### src/rtl/seven_seg_scan_driver.sv
// seven_seg_scan_driver: two-digit multiplexed 7-seg scanner with dead-time
// blanking, frame-boundary double buffering and left-digit zero blanking.
module seven_seg_scan_driver #(
  parameter int REFRESH_DIV  = 50000,
  parameter int BLANK_CYCLES = 16,
  parameter bit COMMON_ANODE = 1'b0
) (
  input  logic       clk,
  input  logic       rst,
  input  logic       load,
  input  logic [6:0] seg_right,
  input  logic [6:0] seg_left,
  input  logic       lz_blank,
  output logic [6:0] seg_out,
  output logic [1:0] dig_en,
  output logic       frame_done
);

  localparam int CW = $clog2(REFRESH_DIV);
  localparam logic [CW-1:0] BLANK_LAST = CW'(BLANK_CYCLES - 1);
  localparam logic [CW-1:0] SLOT_LAST = CW'(REFRESH_DIV - 1);
  localparam logic [6:0] ZERO_PAT = 7'b0111111;
  localparam logic [6:0] SEG_POL = {7{COMMON_ANODE}};
  localparam logic [1:0] DIG_POL = {2{COMMON_ANODE}};

  typedef enum logic [1:0] {
    BLANK_R,
    SHOW_R,
    BLANK_L,
    SHOW_L
  } state_t;

  state_t state;
  state_t stateNext;
  logic [CW-1:0] slotCnt;
  logic [CW-1:0] slotCntNext;
  logic slotEnd;
  logic boundary;
  logic [6:0] pendRight;
  logic [6:0] pendLeft;
  logic pendValid;
  logic [6:0] actRight;
  logic [6:0] actLeft;
  logic actValid;
  logic leftSuppressed;
  logic [6:0] segNext;
  logic [1:0] digNext;

  // Slot sequencing: blank then show for each digit; boundary ends SHOW_L
  always_comb begin
    stateNext = state;
    boundary = 1'b0;
    slotEnd = (slotCnt == SLOT_LAST);
    slotCntNext = slotEnd ? '0 : slotCnt + 1'b1;
    unique case (state)
      BLANK_R: if (slotCnt == BLANK_LAST) stateNext = SHOW_R;
      SHOW_R:  if (slotEnd) stateNext = BLANK_L;
      BLANK_L: if (slotCnt == BLANK_LAST) stateNext = SHOW_L;
      SHOW_L: begin
        if (slotEnd) begin
          stateNext = BLANK_R;
          boundary = 1'b1;
        end
      end
      default: stateNext = BLANK_R;
    endcase
  end

  // Digit decode; nothing lights until a frame has taken real data
  always_comb begin
    segNext = '0;
    digNext = '0;
    leftSuppressed = lz_blank && (actLeft == ZERO_PAT);
    unique case (1'b1)
      (state == SHOW_R) && actValid: begin
        segNext = actRight;
        digNext = 2'b01;
      end
      (state == SHOW_L) && actValid && !leftSuppressed: begin
        segNext = actLeft;
        digNext = 2'b10;
      end
      default: ;
    endcase
  end

  // State register and slot counter
  always_ff @(posedge clk) begin
    if (rst) begin
      state <= BLANK_R;
      slotCnt <= '0;
    end else begin
      state <= stateNext;
      slotCnt <= slotCntNext;
    end
  end

  // Double buffer; a load on the boundary lands in pending after the copy
  always_ff @(posedge clk) begin
    if (rst) begin
      pendRight <= '0;
      pendLeft <= '0;
      pendValid <= 1'b0;
      actRight <= '0;
      actLeft <= '0;
      actValid <= 1'b0;
    end else begin
      if (boundary && pendValid) begin
        actRight <= pendRight;
        actLeft <= pendLeft;
        actValid <= 1'b1;
      end
      if (load) begin
        pendRight <= seg_right;
        pendLeft <= seg_left;
        pendValid <= 1'b1;
      end else if (boundary) begin
        pendValid <= 1'b0;
      end
    end
  end

  // Output register with pin polarity applied
  always_ff @(posedge clk) begin
    if (rst) begin
      seg_out <= SEG_POL;
      dig_en <= DIG_POL;
      frame_done <= 1'b0;
    end else begin
      seg_out <= segNext ^ SEG_POL;
      dig_en <= digNext ^ DIG_POL;
      frame_done <= boundary;
    end
  end

endmodule

### config.mk
export PLATFORM = sky130hd
export DESIGN_NAME = seven_seg_scan_driver
export DESIGN_NICKNAME = d
export VERILOG_FILES = /design/src/rtl/seven_seg_scan_driver.sv
export SDC_FILE = /design/constraint.sdc
export NUM_CORES = 1
export LEC_CHECK = 0
export ABC_AREA = 0
export CAP_MARGIN = 20
export CORE_AREA = 2 2 67 82
export DETAILED_ROUTE_END_ITERATION = 16
export DIE_AREA = 0 0 69 84
export PLACE_DENSITY = 0.75
export SLEW_MARGIN = 10
export SYNTH_ARGS = -nofsm -noshare
export SYNTH_HDL_FRONTEND = slang
export SYNTH_SLANG_ARGS = --single-unit
### constraint.sdc
create_clock -name clk -period 1.6 [get_ports clk]
set_clock_uncertainty 0.05 [all_clocks]
set_input_delay 0.48 -clock clk [delete_from_list [all_inputs] [get_ports clk]]
set_output_delay 0.48 -clock clk [all_outputs]
set_load 0.01 [all_outputs]
### After elaboration in Yosys (flattened, before gate mapping)

Cells that the tools add are included.

* input port bits: 18
* flip-flop bits (word level): 58
* output and inout port bits: 10
* word-level logic and storage cells: 43

* muxes and demuxes: 11
* reduce and logical (&&, ||, !) cells: 10
* eq/ne operators: 10
* add/subtract/negate cells: 1

Operator list (number)
* $add A16 B1 Y16 const B: 1
* $eq A16 B16 Y1 const B: 1
* $eq A16 B4 Y1 const B: 1
* $pmux W7 S2: 1
* $mux W2: 4
* $ne A2 B2 Y1 const B: 4
* $pmux W2 S4: 1
* $eq A7 B6 Y1 const B: 1
* $logic_and A1 B1 Y1: 5
* $eq A2 B2 Y1 const B: 2
* $mux W1: 4
* $pmux W2 S2: 1
* $reduce_and A4 Y1: 1
* $eq A2 B1 Y1 const B: 1
* $logic_not A2 Y1: 1
* $reduce_bool A2 Y1: 1
* $reduce_or A2 Y1: 1
* $logic_not A1 Y1: 1

### Longest topological paths before layout

Gate-level depths: netlist of the first run.

* word-level depth: 5
* mapped depth: 8
* depth with buffers taken out: 5

### Worst setup path after synthesis of the first run

Ideal clock, no wire load.

* kind: register to register
* start point: register slotCnt[0]
* end point: register actLeft[0]
* cell stages (with the launch flop): 8
* setup slack: -62 ps
* data arrival time: 1479 ps
* required time: 1418 ps
* cell sequence: dfxtp_1 > ha_1 > and3_1 > buf_2 > nand3_1 > buf_2 > o31ai_1 > a21oi_1

* longest elaborated chain between the ends: 4

Ends and longest elaborated chain
* start: declaration: line 35 `logic [CW-1:0] slotCnt;`
* start signal: assignment: line 94 `slotCnt <= slotCntNext;`
* $eq A16 B16 Y1: line 53 `slotEnd = (slotCnt == SLOT_LAST);`
* $mux W1: line 60 `if (slotEnd) begin`
* $mux W1: line 55 `unique case (state)`
* $logic_and A1 B1 Y1: line 108 `if (boundary && pendValid) begin`
* end signal: assignment: line 110 `actLeft <= pendLeft;`
* end: declaration: line 43 `logic [6:0] actLeft;`

No other way between the ends.
A chain may end at the register's enable or synchronous reset.

### Final worst setup path of the first run

* start point: register slotCnt[1]
* end point: register slotCnt[12]

* longest elaborated chain between the ends: 2
* elaborated cells between the ends (all ways): 3
* those cells by class: add/sub: 1; eq/ne: 1; reduce/logical: 1

Ends and longest elaborated chain
* parallel branches: the longest is 2 deep, another holds $add A16 B1 Y16

Several ways; the timed one is not identified.

==> results.json, run 1 <==
{
  "drive_gt1_share_pct": 27.9,
  "outcome": "finished with violations",
  "top_layer": "met4",
  "fmax_mhz": 618,
  "final.setup.tns_ns": -0.0170,
  "ant_nets": 0,
  "wl_met3_um": 228,
  "areaGrowthSynthToFinish_pct": 36.1,
  "finalSetupViolCount": 1,
  "grt_util_all_layers_pct": 19.9,
  "finalCritPeriodShare_pct": 101,
  "r2r_setup_slack_ns": -0.02,
  "grt_overflow": 0,
  "final.min_clock_period_ns": 1.62,
  "drv_cap": 0,
  "crit_buf_inv": 2,
  "dpl.hpwl_um": 3730,
  "dr_wl_met2_um": 3010,
  "synth_compound_area_share_pct": 12.3,
  "syn_inst": 258,
  "reg2reg_to": "slotCnt[12]$_SDFF_PP0_",
  "drt_iter0_drc": 106,
  "max_stage_delay_ns": 0.33,
  "cp.arrival_ns": 1.83,
  "cp_top_family": "simple AND/OR/NAND/NOR gates",
  "whs_path_depth": 2,
  "p_per_area_mw_per_mm2": 965,
  "critPathKind": "reg -> reg",
  "antenna_found_initial": 0,
  "worst_r2r_path_depth": 7,
  "clk_pin_slew_ns": 0.07,
  "synth_xor_area_share_pct": 4.30,
  "synthAdderAreaFrac_pct": 2.56,
  "yosysTopAreaCell": "dfxtp_1",
  "cts_buffer_depth": 2,
  "cts_root_buf": "clkbuf_8",
  "synthMuxAreaShare_pct": 6.14,
  "violations": "setup timing",
  "initial_utilization_pct": 48.1,
  "wl_per_cell_um": 15.0,
  "async_reset_ff_share_pct": 0,
  "synth_edf_count": 0,
  "via_per_inst": 5.57,
  "ioPinCount": 28,
  "grt_pass1_vias": 2016,
  "synth_commonest_cells": "58 x dfxtp_1, 34 x nor2_1, 17 x nand4_1",
  "worstPathMaxFanout": 5,
  "fillers": 426,
  "start_kind": "flip-flop",
  "final_area_sq_mm": 0.00333,
  "startpoint": "slotCnt[1]$_SDFF_PP0_",
  "hold_path_class": "reg -> reg",
  "dpl_cell_area_sq_mm": 0.00299,
  "maxSlewViolCount": 0,
  "drt-total-wl_um": 5620,
  "antennaDiodeCount": 0,
  "dieArea_sq_mm": 0.00580,
  "p_leak_nw": 1.29,
  "slowest_stage": "dfxtp_2",
  "wirelength_met1_um": 2240,
  "reg2reg_from": "slotCnt[1]$_SDFF_PP0_",
  "nNetsFinal": 332,
  "gp_routability_congestion": 0.806,
  "clock_sinks": 58,
  "yosysUniqueCellTypes": 41,
  "grt_first_pass_wirelength_um": 9170,
  "synth-simple-area-share_pct": 21.5,
  "yosys.cell_count.top_type": "dfxtp_1",
  "hold_slack_ns": 0.418,
  "num_vias": 2082,
  "drc": 0,
  "coreArea_sq_mm": 0.00508,
  "power_mw": 3.21,
  "synth_nets": 281,
  "synth_top_family_by_area": "simple AND/OR/NAND/NOR gates",
  "slew_headroom_pct": 67.2,
  "die_x_um": 69,
  "critPathCapture": "slotCnt[12]$_SDFF_PP0_",
  "cp.depth": 7,
  "insertion_delay_ns": 0.34,
  "num_rows": 29,
  "yosysSeqAreaShare_pct": 47.5,
  "cts_buffers": 9,
  "finalHoldViolCount": 0,
  "worstSetupEndpointType": "flip-flop",
  "cts.htree.levels": 3,
  "die_h_um": 84,
  "synth_area_leaders": "dfxtp_1 48%, mux2i_1 6.1%, nor2_1 5.2%",
  "fin_util_pct": 65.5,
  "tightest_slew_ns": 0.492,
  "cts_tree": "built",
  "syn_area_per_cell_sq_um": 9.47,
  "grt_start_max_net_pins": 32,
  "synth_flop_cell": "dfxtp_1",
  "vdd_drop_max_mv": 0.674,
  "setup_ws_ns": -0.0170,
  "firstDrtPassIters": 4,
  "synth_seq_cells": 58,
  "synth.cell_area_sq_mm": 0.00244,
  "yosysWarnings": 0,
  "cp.required_ns": 1.81,
  "port_buffers": 27,
  "synth_top_area_share_pct": 47.5,
  "worstPathCellList": "ha_4 -> and3_4 -> buf_4 -> and4_4 -> or2_4 -> buf_6 -> nor2_2",
  "rsz0062_at_grt": "yes"
}
layout by cell type, fill, tap and decap left out, types with 3 or more instances in the layout:
cell type / instances
inv_1: 9
nand4_1: 17
o31ai_2: 4
nand2_1: 4
o31ai_1: 10
ha_1: 4
nand3_1: 5
mux2i_1: 15
a21oi_2: 3
dlygate4sd2_1: 10
clkbuf_8: 10
clkdlybuf4s50_1: 17
nor2_1: 26
xnor2_1: 10
a22o_1: 7
buf_6: 3
dfxtp_1: 50
buf_12: 4
nor3_1: 5
a21oi_1: 14
nor2_2: 8
dfxtp_2: 8
buf_4: 28
what timing repair did:
action	CTS	global route
hold buffers	0	0
resized for setup	20	26
cloned	1	0
pin swaps	4	8
setup endpoints to repair	28	26
setup buffers	0	1
sequential cells by signal, indices dropped and copies added (netlist names):
register and cells:
pendLeft 7, actValid 1, state 2, pendRight 7, actRight 7, slotCnt 16, pendValid 1, seg_out 7
dig_en 2, frame_done 1, actLeft 7
power breakdown:
group          switching, mW  total [mW]  internal [mW]
clock network          0.551        1.45          0.900
registers             0.0276        1.51           1.48
logic                  0.117       0.247          0.130
worst min path at each step:
stage                                   from                        to  slack, ns
finish              pendLeft[0]$_SDFFE_PP0P_   actLeft[0]$_SDFFE_PP0P_       0.42
global route        actRight[1]$_SDFFE_PP0P_  actRight[1]$_SDFFE_PP0P_       0.45
CTS                 pendLeft[0]$_SDFFE_PP0P_   actLeft[0]$_SDFFE_PP0P_       0.42
detailed placement  actRight[4]$_SDFFE_PP0P_  actRight[4]$_SDFFE_PP0P_       0.41
global placement    actRight[4]$_SDFFE_PP0P_  actRight[4]$_SDFFE_PP0P_       0.40
floorplan              slotCnt[0]$_SDFF_PP0_     slotCnt[0]$_SDFF_PP0_       0.38
area by class of cell:
cell class | count | area [sq um] | share of cell area [%]
well taps | 62 | 77.6 | 2.33
multi-input cells | 169 | 1250 | 37.7
clock inverters | 3 | 65.1 | 1.96
inverters | 9 | 33.8 | 1.02
clock buffers | 11 | 141 | 4.25
repair buffers | 62 | 582 | 17.5
flip-flops and latches | 58 | 1170 | 35.2
per-stage QoR:
step | cells | worst slack (ns)
finish | 374 | -0.0170
global route | 374 | -0.0495
CTS | 373 | -0.00280
detailed placement | 358 | -0.173
global placement | 358 | -0.152
floorplan | 258 | 0.00157
worst register-to-register path: cells and delay by family (launching register included):
kind / cells / cell delay [ns]
adders and majority gates: 1 / 0.17
buffers and inverters: 2 / 0.28
DFF: 1 / 0.33
and+or+nand+nor: 4 / 0.71
per-layer routing:
metal	GRT usage, %	up-vias
met3	4.83	13
met5	0	-
met1	21.3	986
li1	-	1029
met4	8.56	0
met2	36.5	54
logic make-up after synthesis:
group	after synthesis
buf+inv	31
compound gates	45
flops	58
simple gates	92
mux	15
fa+ha+maj	5
xor+xnor	12
Note: power is estimated with default switching activity, not from simulation.
==> run 2: changes to the inputs <==
--- a/config.mk
+++ b/config.mk
@@ -5,7 +5,6 @@
 export SDC_FILE = /design/constraint.sdc
 export NUM_CORES = 1
 export LEC_CHECK = 0
-export ABC_AREA = 0
 export CAP_MARGIN = 20
 export CORE_AREA = 2 2 67 82
 export DETAILED_ROUTE_END_ITERATION = 16
==> results of run 2 <==
Same layout as run 1: the final DEF is identical, and so are final timing and power.
==> run 3: changes to the inputs <==
--- a/config.mk
+++ b/config.mk
@@ -5,11 +5,12 @@
 export SDC_FILE = /design/constraint.sdc
 export NUM_CORES = 1
 export LEC_CHECK = 0
+export ABC_CLOCK_PERIOD_IN_PS = 1600
 export CAP_MARGIN = 20
-export CORE_AREA = 2 2 67 82
+export CORE_AREA = 2 2 66 84
 export DETAILED_ROUTE_END_ITERATION = 16
-export DIE_AREA = 0 0 69 84
-export PLACE_DENSITY = 0.75
+export DIE_AREA = 0 0 68 86
+export PLACE_DENSITY = 0.74
 export SLEW_MARGIN = 10
 export SYNTH_ARGS = -nofsm -noshare
 export SYNTH_HDL_FRONTEND = slang
==> results.json, run 3 (synthesized netlist as in run 1, its figures left out) <==
{
  "via_per_inst": 5.45,
  "grt_pass1_vias": 1958,
  "p_per_area_mw_per_mm2": 1060,
  "cp.required_ns": 1.77,
  "antennaDiodeCount": 0,
  "slew_headroom_pct": 60.2,
  "reg2reg_from": "slotCnt[7]$_SDFF_PP0_",
  "startpoint": "slotCnt[7]$_SDFF_PP0_",
  "tightest_slew_ns": 0.596,
  "final.setup.tns_ns": 0,
  "whs_path_depth": 2,
  "num_rows": 29,
  "reg2reg_to": "actRight[4]$_SDFFE_PP0P_",
  "worstPathCellList": "nor4_4 -> nand3_2 -> buf_8 -> o31ai_1 -> a21oi_1",
  "hold_slack_ns": 0.424,
  "worst_r2r_path_depth": 5,
  "die_x_um": 68,
  "cts_buffer_depth": 2,
  "drv_cap": 0,
  "crit_buf_inv": 1,
  "cp.depth": 5,
  "critPathKind": "reg -> reg",
  "antenna_found_initial": 0,
  "initial_utilization_pct": 48.8,
  "critPathCapture": "actRight[4]$_SDFFE_PP0P_",
  "worstSetupEndpointType": "flip-flop",
  "power.switching_uw": 719,
  "grt_util_all_layers_pct": 20.1,
  "p_clk_share_pct": 50.8,
  "cp_top_family": "simple AND/OR/NAND/NOR gates",
  "drt_iter0_drc": 120,
  "register_area_sq_mm": 0.00117,
  "firstDrtPassIters": 4,
  "regMostFlops": "slotCnt",
  "final_area_sq_mm": 0.00337,
  "areaGrowthSynthToFinish_pct": 37.9,
  "hold_path_class": "reg -> reg",
  "nNetsFinal": 332,
  "finalCritPeriodShare_pct": 97.1,
  "vdd_drop_max_mv": 0.585,
  "grt_start_max_net_pins": 29,
  "die_h_um": 86,
  "switching_share_pct": 20.2,
  "gp_routability_congestion": 0.836,
  "p_seq_share_pct": 42.2,
  "final_common_cell": "dfxtp_1",
  "rsz0062_at_grt": "yes",
  "fmax_mhz": 644,
  "outcome": "complete, no violations",
  "finalHoldViolCount": 0,
  "start_kind": "flip-flop",
  "num_vias": 2049,
  "cts_buffers": 9,
  "fillers": 390,
  "p_leak_nw": 1.33,
  "drt-total-wl_um": 5330,
  "final.min_clock_period_ns": 1.55,
  "drc": 0,
  "wl_per_cell_um": 14.2,
  "final_cell_mix": "50 x dfxtp_1, 34 x nor2_1, 29 x buf_4",
  "ioPinCount": 28,
  "largest_reg_flops": 16,
  "dpl_cell_area_sq_mm": 0.00298,
  "dieArea_sq_mm": 0.00585,
  "ant_nets": 0,
  "finalSetupViolCount": 0,
  "cts_root_buf": "clkbuf_8",
  "maxSlewViolCount": 0,
  "coreArea_sq_mm": 0.00501,
  "worstPathMaxFanout": 15,
  "comb_power_share_pct": 6.9,
  "multi_input_comb_area_sq_mm": 0.00124,
  "cp.arrival_ns": 1.73,
  "intPower_mw": 2.84,
  "max_stage_delay_ns": 0.38,
  "insertion_delay_ns": 0.34,
  "r2r_setup_slack_ns": 0.05,
  "clk_pin_slew_ns": 0.06,
  "grt_first_pass_wirelength_um": 8860,
  "cts_tree": "built",
  "port_buffers": 27,
  "grt_overflow": 0,
  "slowest_stage": "nor4_4",
  "clock_sinks": 58,
  "dpl.hpwl_um": 3680,
  "cts.htree.levels": 3,
  "drive_gt1_share_pct": 26.8
}
-- run 3: cell types whose count changed in the layout (fill, tap and decap cells not counted), sizes merged --
cell | before | now
bufinv | 2 | 4
-- run 3: layout make-up --
class / count / area share [%]
multi-input cells: 169 / 36.8
flip-flops and latches: 58 / 34.8
repair buffers: 62 / 17.3
clock buffers: 11 / 4.20
clock inverters: 5 / 3.71
well taps: 62 / 2.30
inverters: 9 / 1.00
-- run 3: what timing repair did --
item | 4_1_cts | 5_1_grt
gates cloned | 0 | 1
setup buffers | 0 | 2
pin swaps | 1 | 3
endpoints found under the hold margin | 0 | 0
endpoints found under the setup margin | 41 | 28
hold buffers | 0 | 0
gates resized for setup | 13 | 29
-- run 3: worst min-delay path, cell delays in order, from the launching register on --
cell and delay, ns:
dfxtp_1 0.31, nand4_1 0.06, a21oi_1 0.06
-- run 3: stage by stage --
| stage | instances | power [mW] | util (%) | worst slack (ns) |
|---|---|---|---|---|
| detailed placement | 357 | 1.76 | 59.6 | -0.166 |
| global route | 376 | 3.67 | 67.3 | -0.0438 |
| CTS | 373 | 3.57 | 64.8 | 0.0103 |
| finish | 376 | 3.56 | 67.3 | 0.0462 |
| global placement | 357 | 1.75 | 59.6 | -0.157 |
| floorplan | 258 | 1.66 | - | 0.00157 |
-- run 3: how the worst min path moves through the flow --
stage	from	endpoint
6_report	pendLeft[0]$_SDFFE_PP0P_	actLeft[0]$_SDFFE_PP0P_
4_1_cts	pendLeft[0]$_SDFFE_PP0P_	actLeft[0]$_SDFFE_PP0P_
2_1_floorplan	slotCnt[0]$_SDFF_PP0_	slotCnt[0]$_SDFF_PP0_
3_5_place_dp	actRight[6]$_SDFFE_PP0P_	seg_out[6]$_SDFF_PP0_
3_3_place_gp	actRight[6]$_SDFFE_PP0P_	actRight[6]$_SDFFE_PP0P_
5_1_grt	actRight[5]$_SDFFE_PP0P_	actRight[5]$_SDFFE_PP0P_
-- run 3: metal layers --
metal / vias to the layer above / GRT usage (%) / part of all wire [%]
li1: 1024 / - / -
met1: 974 / 23.4 / 44
met2: 41 / 33.2 / 50
met3: 10 / 4.46 / 3.9
met4: 0 / 11.3 / 2.3
met5: - / 0 / 0
-- run 3: power groups by stage --
stage	Clock [mW]	Sequential [mW]	Combinational (mW)
after floorplan	0	1.53	0.130
after global placement	0	1.54	0.218
after detailed placement	0	1.54	0.225
after CTS	1.84	1.50	0.226
after global routing	1.90	1.51	0.268
final	1.81	1.50	0.247
